[src/rtl/line_buffer_feeder.sv]
// Streams one zero-padded projection line per angle into the line buffer,
// then holds line_valid until the back-projector acknowledges it.
module line_buffer_feeder #(
    parameter int pNoTaps      = 4,
    parameter int pTapsWidth   = 4,
    parameter int pDataLength  = 16,
    parameter int pLineLength  = pNoTaps * pTapsWidth,
    parameter int pCntLength   = 16,
    parameter int pNoOfAngles  = 180,
    parameter int pAngleLength = 8
) (
    input  logic                    clk,
    input  logic                    reset_n,
    input  logic                    start,
    input  logic [pDataLength-1:0]  in_data,
    input  logic                    in_valid,
    input  logic                    in_last,
    output logic                    in_ready,
    output logic [pDataLength-1:0]  lb_shift_in,
    output logic                    lb_enable,
    output logic                    line_valid,
    input  logic                    line_ack,
    output logic [pAngleLength-1:0] angle,
    output logic                    frame_done,
    output logic                    len_err
);

    typedef enum logic [1:0] {
        IDLE,
        FILL,
        PAD,
        FULL
    } state_t;

    localparam logic [pCntLength-1:0]   kLastCount = pCntLength'(pLineLength - 1);
    localparam logic [pAngleLength-1:0] kLastAngle = pAngleLength'(pNoOfAngles - 1);

    state_t                state;
    logic [pCntLength-1:0] count;
    logic                  accept;

    assign accept = in_valid & in_ready;

    // count tracks shifts issued for the current line; the Lth shift always
    // ends the line, so surplus samples simply wait for the next angle.
    always_ff @(posedge clk or negedge reset_n) begin
        if (!reset_n) begin
            state       <= IDLE;
            count       <= '0;
            in_ready    <= 1'b0;
            lb_shift_in <= '0;
            lb_enable   <= 1'b0;
            line_valid  <= 1'b0;
            angle       <= '0;
            frame_done  <= 1'b0;
            len_err     <= 1'b0;
        end else begin
            lb_enable <= 1'b0;
            case (state)
                IDLE: begin
                    if (start) begin
                        state      <= FILL;
                        in_ready   <= 1'b1;
                        angle      <= '0;
                        count      <= '0;
                        frame_done <= 1'b0;
                        len_err    <= 1'b0;
                    end
                end
                FILL: begin
                    if (accept) begin
                        lb_enable   <= 1'b1;
                        lb_shift_in <= in_data;
                        count       <= count + pCntLength'(1);
                        if (count == kLastCount) begin
                            state    <= FULL;
                            in_ready <= 1'b0;
                            if (!in_last) begin
                                len_err <= 1'b1;
                            end
                        end else if (in_last) begin
                            state    <= PAD;
                            in_ready <= 1'b0;
                        end
                    end
                end
                PAD: begin
                    lb_enable   <= 1'b1;
                    lb_shift_in <= '0;
                    count       <= count + pCntLength'(1);
                    if (count == kLastCount) begin
                        state <= FULL;
                    end
                end
                // The first FULL cycle still carries the final shift pulse,
                // so line_valid rises one cycle later and only then is ack honoured.
                FULL: begin
                    if (!line_valid) begin
                        line_valid <= 1'b1;
                    end else if (line_ack) begin
                        line_valid <= 1'b0;
                        count      <= '0;
                        if (angle == kLastAngle) begin
                            state      <= IDLE;
                            frame_done <= 1'b1;
                        end else begin
                            angle    <= angle + pAngleLength'(1);
                            state    <= FILL;
                            in_ready <= 1'b1;
                        end
                    end
                end
                default: state <= IDLE;
            endcase
        end
    end

endmodule

[config.mk]
export PLATFORM = sky130hd
export DESIGN_NAME = line_buffer_feeder
export DESIGN_NICKNAME = d
export VERILOG_FILES = /design/src/rtl/line_buffer_feeder.sv
export SDC_FILE = /design/constraint.sdc
export NUM_CORES = 1
export LEC_CHECK = 0
export ABC_AREA = 1
export CORE_UTILIZATION = 25
export CTS_CLUSTER_SIZE = 12
export DETAILED_ROUTE_END_ITERATION = 12
export SLEW_MARGIN = 20
export SYNTH_ARGS = -nofsm -noshare
export SYNTH_HDL_FRONTEND = slang
export SYNTH_SLANG_ARGS = --single-unit
[constraint.sdc]
create_clock -name clk -period 1.9 [get_ports clk]
set_input_delay 0.38 -clock clk [delete_from_list [all_inputs] [get_ports clk]]
set_output_delay 0.38 -clock clk [all_outputs]
set_load 0.05 [all_outputs]
==> impl_metrics.ini <==
[worst_setup_path]
cp.arrival_ns = 1.46
cp-end-kind = primary output
timing.reg2reg.setup_slack_ns = 0.22
cpMaxStageDelayCell = clkdlybuf4s50_1
crit_path_max_fanout = 2
max_stage_delay_ns = 0.80
path_cells = clkdlybuf4s50_1
critical_path.top_delay_family = buffers and inverters
worstSetupPathType = reg2out
cp.buffers_inverters = 1
crit_required_ns = 1.52
start_kind = flip-flop

[timing]
fmax_mhz = 543
hold_ws_ns = 0.0134
setup_viol = 0
finalHoldViolations = 0
rsz0062_at_grt = false
min_period_ns = 1.84
fin_setup_tns_ns = 0
fin_ws_ns = 0.0591
skew_ns = 0.00345
tightest_slew_ns = 0.528
finalCritPeriodShare_pct = 96.9
drv_slew = 0
max_slew_margin_pct = 64.7

[cells_and_area]
layout-drive-gt1-share_pct = 14.9
diodes = 0
nNetsFinal = 443
layout_common_cells = nand2_1 (86), inv_1 (48), dfrtp_1 (47), nand3_1 (40), nor2_1 (37)
syn2layout_area_growth_pct = 29.5
final_common_cell = nand2_1
n_fill_cell = 1096
postLayoutCoreUtil_pct = 33.6
finalNonFillerCells = 551

[global_route]
globalRouteOverflowTotal = 0
grt_pass1_wl_mm = 10.7
grt_max_degree = 30
met1_usage_pct = 14.9
grt_pass1_vias = 2395
top_usage_layer = met2
use_met3_pct = 2.66
use_met2_pct = 19.6
grtUsageTotal_pct = 11.6
antenna_found_initial = 0

[die]
dieArea_um2 = 11200
rows = 37
die_h_um = 106
io_pins = 51
core_um2 = 10400
start_util_pct = 25.9
die_x_um = 106

[clock_network]
cts_setup_buffers = 0
cts_tree = built
hold_buffers = 0
cts_buffer_depth = 2
cts.clk_slew.worst_paths_ns = 0.09
cts_max_level = 2
numCtsBuffers = 5
post_cts_resized = 0
cts_sinks = 47
worstSkewPairLatency_ns = 0.30
cts-root-buf = clkbuf_8

[placed_design]
dpl_worst_slack_ns = 0.0737
place_congestion = 0.800
dpl.hpwl_mm = 4.54
dpl.cell_count = 543
io_buffers = 50

[power]
pwr-share-comb_pct = 55.4
p_sw_share_pct = 47.4
p_clk_share_pct = 14.1
power_switching_uw = 2040
p_leak_uw = 0.00171
seq_power_share_pct = 30.5
p_int_uw = 2260
power.density_nw_per_um2 = 1230
ir_worst_vdd_v = 0.000519

[synth]
syn_area_um2 = 2690
yosysSeqAreaShare_pct = 43.7
synthCells = 355
synth_nets = 384
synth_edf_count = 0
ys_async_sr_fraction_pct = 100
yosysWarnings = 0
synth_cell_types = 28
synth_seq_cells = 47
synth-main-ff-cell = dfrtp_1
syn_avg_cell_area_um2 = 7.57

[detailed_routing]
drt-total-wl_mm = 6.05
antenna_left = 0
drc = 0
dr.first_iter.drc_count = 122
via_per_inst = 4.43
first_pass_iters = 4
vias = 2442
wl_per_cell_um = 11.0

[min_path]
hp-class = in2async

[flow_run]
drv_cap = 0

[status]
status = finished clean
-- synthesized netlist by cell type (2+ instances only) --
| master | n | area (um2) |
|---|---|---|
| o21bai_1 | 2 | 15.0 |
| inv_2 | 5 | 18.8 |
| dfrtp_1 | 47 | 1180 |
| nor2_2 | 5 | 31.3 |
| nand2_2 | 3 | 18.8 |
| nand4_1 | 10 | 62.6 |
| nor3_1 | 7 | 35.0 |
| o21ai_0 | 19 | 95.1 |
| buf_2 | 2 | 10.0 |
| ha_1 | 7 | 87.6 |
| a21oi_1 | 7 | 35.0 |
| inv_1 | 48 | 180 |
| nand3_1 | 40 | 200 |
| nor2_4 | 3 | 33.8 |
| buf_6 | 4 | 45.0 |
| o21ai_2 | 11 | 96.3 |
| nor2_1 | 37 | 139 |
| nand2_1 | 86 | 323 |
| xor2_1 | 2 | 17.5 |
| o21ai_1 | 2 | 10.0 |
-- worst reg2reg max path, stage by stage (launching register included) --
cell	delay, ns
dfrtp_1	0.42
inv_1	0.11
ha_1	0.28
nand2_1	0.15
nand3_2	0.20
nor2_1	0.08
buf_4	0.14
nor3_1	0.21
-- power groups by stage --
stage               registers [uW]  logic, uW  clock network (uW)
global placement              1320       2380                   0
finish                        1310       2380                 606
detailed placement            1340       2390                   0
floorplan                     1750       1230                   0
global route                  1340       2630                 681
CTS                           1320       2410                 646
-- worst paths after layout --
check | cells after the start | start | end
min in group clk | 2 | len_err$_DFFE_PN0P_ | len_err$_DFFE_PN0P_
min | 1 | reset_n | angle[7]$_DFFE_PN0P_
max | 1 | lb_shift_in[1]$_DFFE_PN0P_ | lb_shift_in[1]
min reg2reg | 2 | len_err$_DFFE_PN0P_ | len_err$_DFFE_PN0P_
max in group asynchronous | 2 | reset_n | count[11]$_DFFE_PN0P_
max reg2reg | 7 | state[1]$_DFFE_PN0P_ | count[2]$_DFFE_PN0P_
-- cell type report --
cell class	count	area, um2	area share (%)
clock buffer	5	68.8	1.98
timing repair buffer	60	598	17.2
tap	136	170	4.89
inverter	53	199	5.71
clock inverter	3	20.0	0.575
sequential	47	1180	33.8
multi-input combinational	247	1250	35.9
-- sequential cells by signal, indices dropped and copies added (netlist names) --
signal,flops
line_valid,1
lb_enable,1
state,2
lb_shift_in,16
len_err,1
count,16
frame_done,1
angle,8
in_ready,1
-- per-layer routing --
metal | vias to the layer above | wire (um)
met1 | 1118 | 2800
met2 | 72 | 2820
met4 | 0 | 63
met5 | - | 0
met3 | 6 | 362
li1 | 1246 | -
-- metrics by stage --
step                      power, uW  cell area (um2)
after floorplan                2980             2690
after global placement         3710             3370
after detailed placement       3730             3370
after CTS                      4370             3460
after global routing           4650             3480
final                          4300             3480
-- kinds of logic (layout without fill, tap and decap cells) --
group / after synthesis / in the layout / synth area share, %
AND/OR/NAND/NOR: 195 / 195 / 32.7
buffers and inverters: 61 / 121 / 9.73
flip-flops: 47 / 47 / 43.7
AO/OA/AOI/OAI: 42 / 42 / 9.63
adder cells (fa/ha/maj): 7 / 7 / 3.26
XOR/XNOR: 3 / 3 / 0.977
No activity file was read; power rests on OpenSTA's default activity.
==> variant, RTL diff (same flow settings) <==
Re-encode `state_t` (4 states) as one-hot, 4 bits wide.
--- a/src/rtl/line_buffer_feeder.sv
+++ b/src/rtl/line_buffer_feeder.sv
@@ -27,7 +27,7 @@
 
-    typedef enum logic [1:0] {
-        IDLE,
-        FILL,
-        PAD,
-        FULL
+    typedef enum logic [3:0] {
+        IDLE = 4'b0001,
+        FILL = 4'b0010,
+        PAD  = 4'b0100,
+        FULL = 4'b1000
     } state_t;
Behaviour: same outputs for any inputs over 10 cycles, from zero or initial values and one cycle with reset_n low; not proved beyond that.
==> variant against the original RTL <==
Via count fell by 2.1%; critical path depth did not move; final area fell by 0.29%; count of clock-buffer cells in the layout did not move; synthesized cell count fell by 1.4%; register-to-register slack improved by 0.02 ns; sequential cell count rose by 2; sequential share of layout area rose by 1.6 points; routed wire length rose by 2.2%; synthesized area fell by 1.8%; worst setup slack got worse by 0.015 ns; critical path type unchanged; largest cell class unchanged; highest routed layer unchanged.
Power is not compared: it rests on default switching activity, and its combinational part moved more than twofold at a synthesized area within 25%.
==> variant: results (changes against the original RTL) <==
placed_design:
  placed_area_sq_um: 3350  # -0.74%
  placedCellCount: 541  # -0.37%
  gp_congestion: 0.820  # +2.5%
  hpwl_um: 4660  # +2.5%
  dp_slack_ns: 0.0495  # -0.0242 ns
detailed_routing:
  wl_met3_um: 210  # -42%
  routed_wl_um: 6180  # +2.2%
  dr.pass1.iters: 4  # unchanged
  drtIter0Drc: 79  # -35%
  via_per_inst: 4.35  # -1.8%
  wl_met2_um: 2860  # +1.4%
  wl_met1_um: 3060  # +9.2%
  highest_layer: "met4"
yosys:
  synth_cells: 350  # -1.4%
  synth_common_cells: "nand2_1, nand3_1, dfrtp_1"
  ys_types: 29  # +3.6%
  synth_nets: 374  # -2.6%
  netlist_top_cells_area: "dfrtp_1, nand2_1, nand3_1"
  ys_seq_area_frac: 0.465  # +0.0273
critical_path:
  crit_end: "lb_shift_in[7]"
  critical_path.startpoint: "lb_shift_in[7]$_DFFE_PN0P_"
  reg2reg_from: "state[2]$_DFFE_PN0P_"
  r2r_end: "lb_shift_in[10]$_DFFE_PN0P_"
  ff2ff_path_depth: 8  # +1
  ff2ff_setup_slack_ns: 0.24  # +0.02 ns
  cp.arrival_ns: 1.48  # +0.02 ns
  crit_family: "buffers and inverters"
sta:
  hold_viol_final: 0  # unchanged
  layout_min_cycle_time_ns: 1.86  # +0.0150 ns
  worst_hold_slack_ns: 0.00749  # -0.00593 ns
  slew_headroom: 0.661  # +0.0132
  clock_skew_ns: 0.0145  # +0.0111 ns
final_layout:
  register_area_sq_um: 1230  # +4.4%
  fillers: 1103  # +0.64%
  drive_gt1_frac: 0.116  # -0.0332
  fin_nets: 436  # -1.6%
  layout.cells.non_filler: 549  # -0.36%
global_route:
  use_met2: 0.189  # -0.00686
  grt_start_max_net_pins: 33  # +10%
  grt_pass1_wl_um: 10700  # about the same
  antenna_found_initial: 0  # unchanged
  use_met1: 0.162  # +0.0135
  grtUsageMet3: 0.0243  # -0.00226
  grtUsageTotal: 0.118  # +0.00204
  grt_pass1_vias: 2323  # -3.0%
pwr:
  peakVddDrop_v: 0.000213
  power_leakage_nw: 1.95
run_status:
  outcome: "finished, final reports clean"
clock_network:
  insertion_delay_ns: 0.31
  clkTransAtPathRegs_ns: 0.10
  post_cts_buffers: 0  # unchanged
-- variant: cell families after synthesis --
family                     count (synthesis)  synth area share
DFF                                       49             0.465
buffers and inverters                     31            0.0568
adders and majority gates                  2           0.00947
and+or+nand+nor                          235             0.391
xor gates and xnor gates                   9            0.0298
AOI/OAI and AO/OA                         24            0.0483
-- variant: report_power, final --
group | total, mW | switching (mW) | leakage, nW | internal [mW]
sequential | 1.04 | 0 | 0.619 | 1.04
clock | 0.643 | 0.376 | 0.0447 | 0.266
combinational | 0.0701 | 0.0290 | 1.29 | 0.0411
total | 1.75 | 0.405 | 1.95 | 1.35
-- variant: final cells by class --
type | count | share of cell area
flip-flops and latches | 49 | 0.353
repair buffers | 62 | 0.179
multi-input cells | 270 | 0.365
clock inverters | 3 | 0.00720
inverters | 24 | 0.0267
well taps | 136 | 0.0490
clock buffers | 5 | 0.0198
-- variant: timing repair --
item                       in CTS  in global routing
hold buffers                    0                  0
resized for setup               0                 12
setup endpoints to repair       0                 13
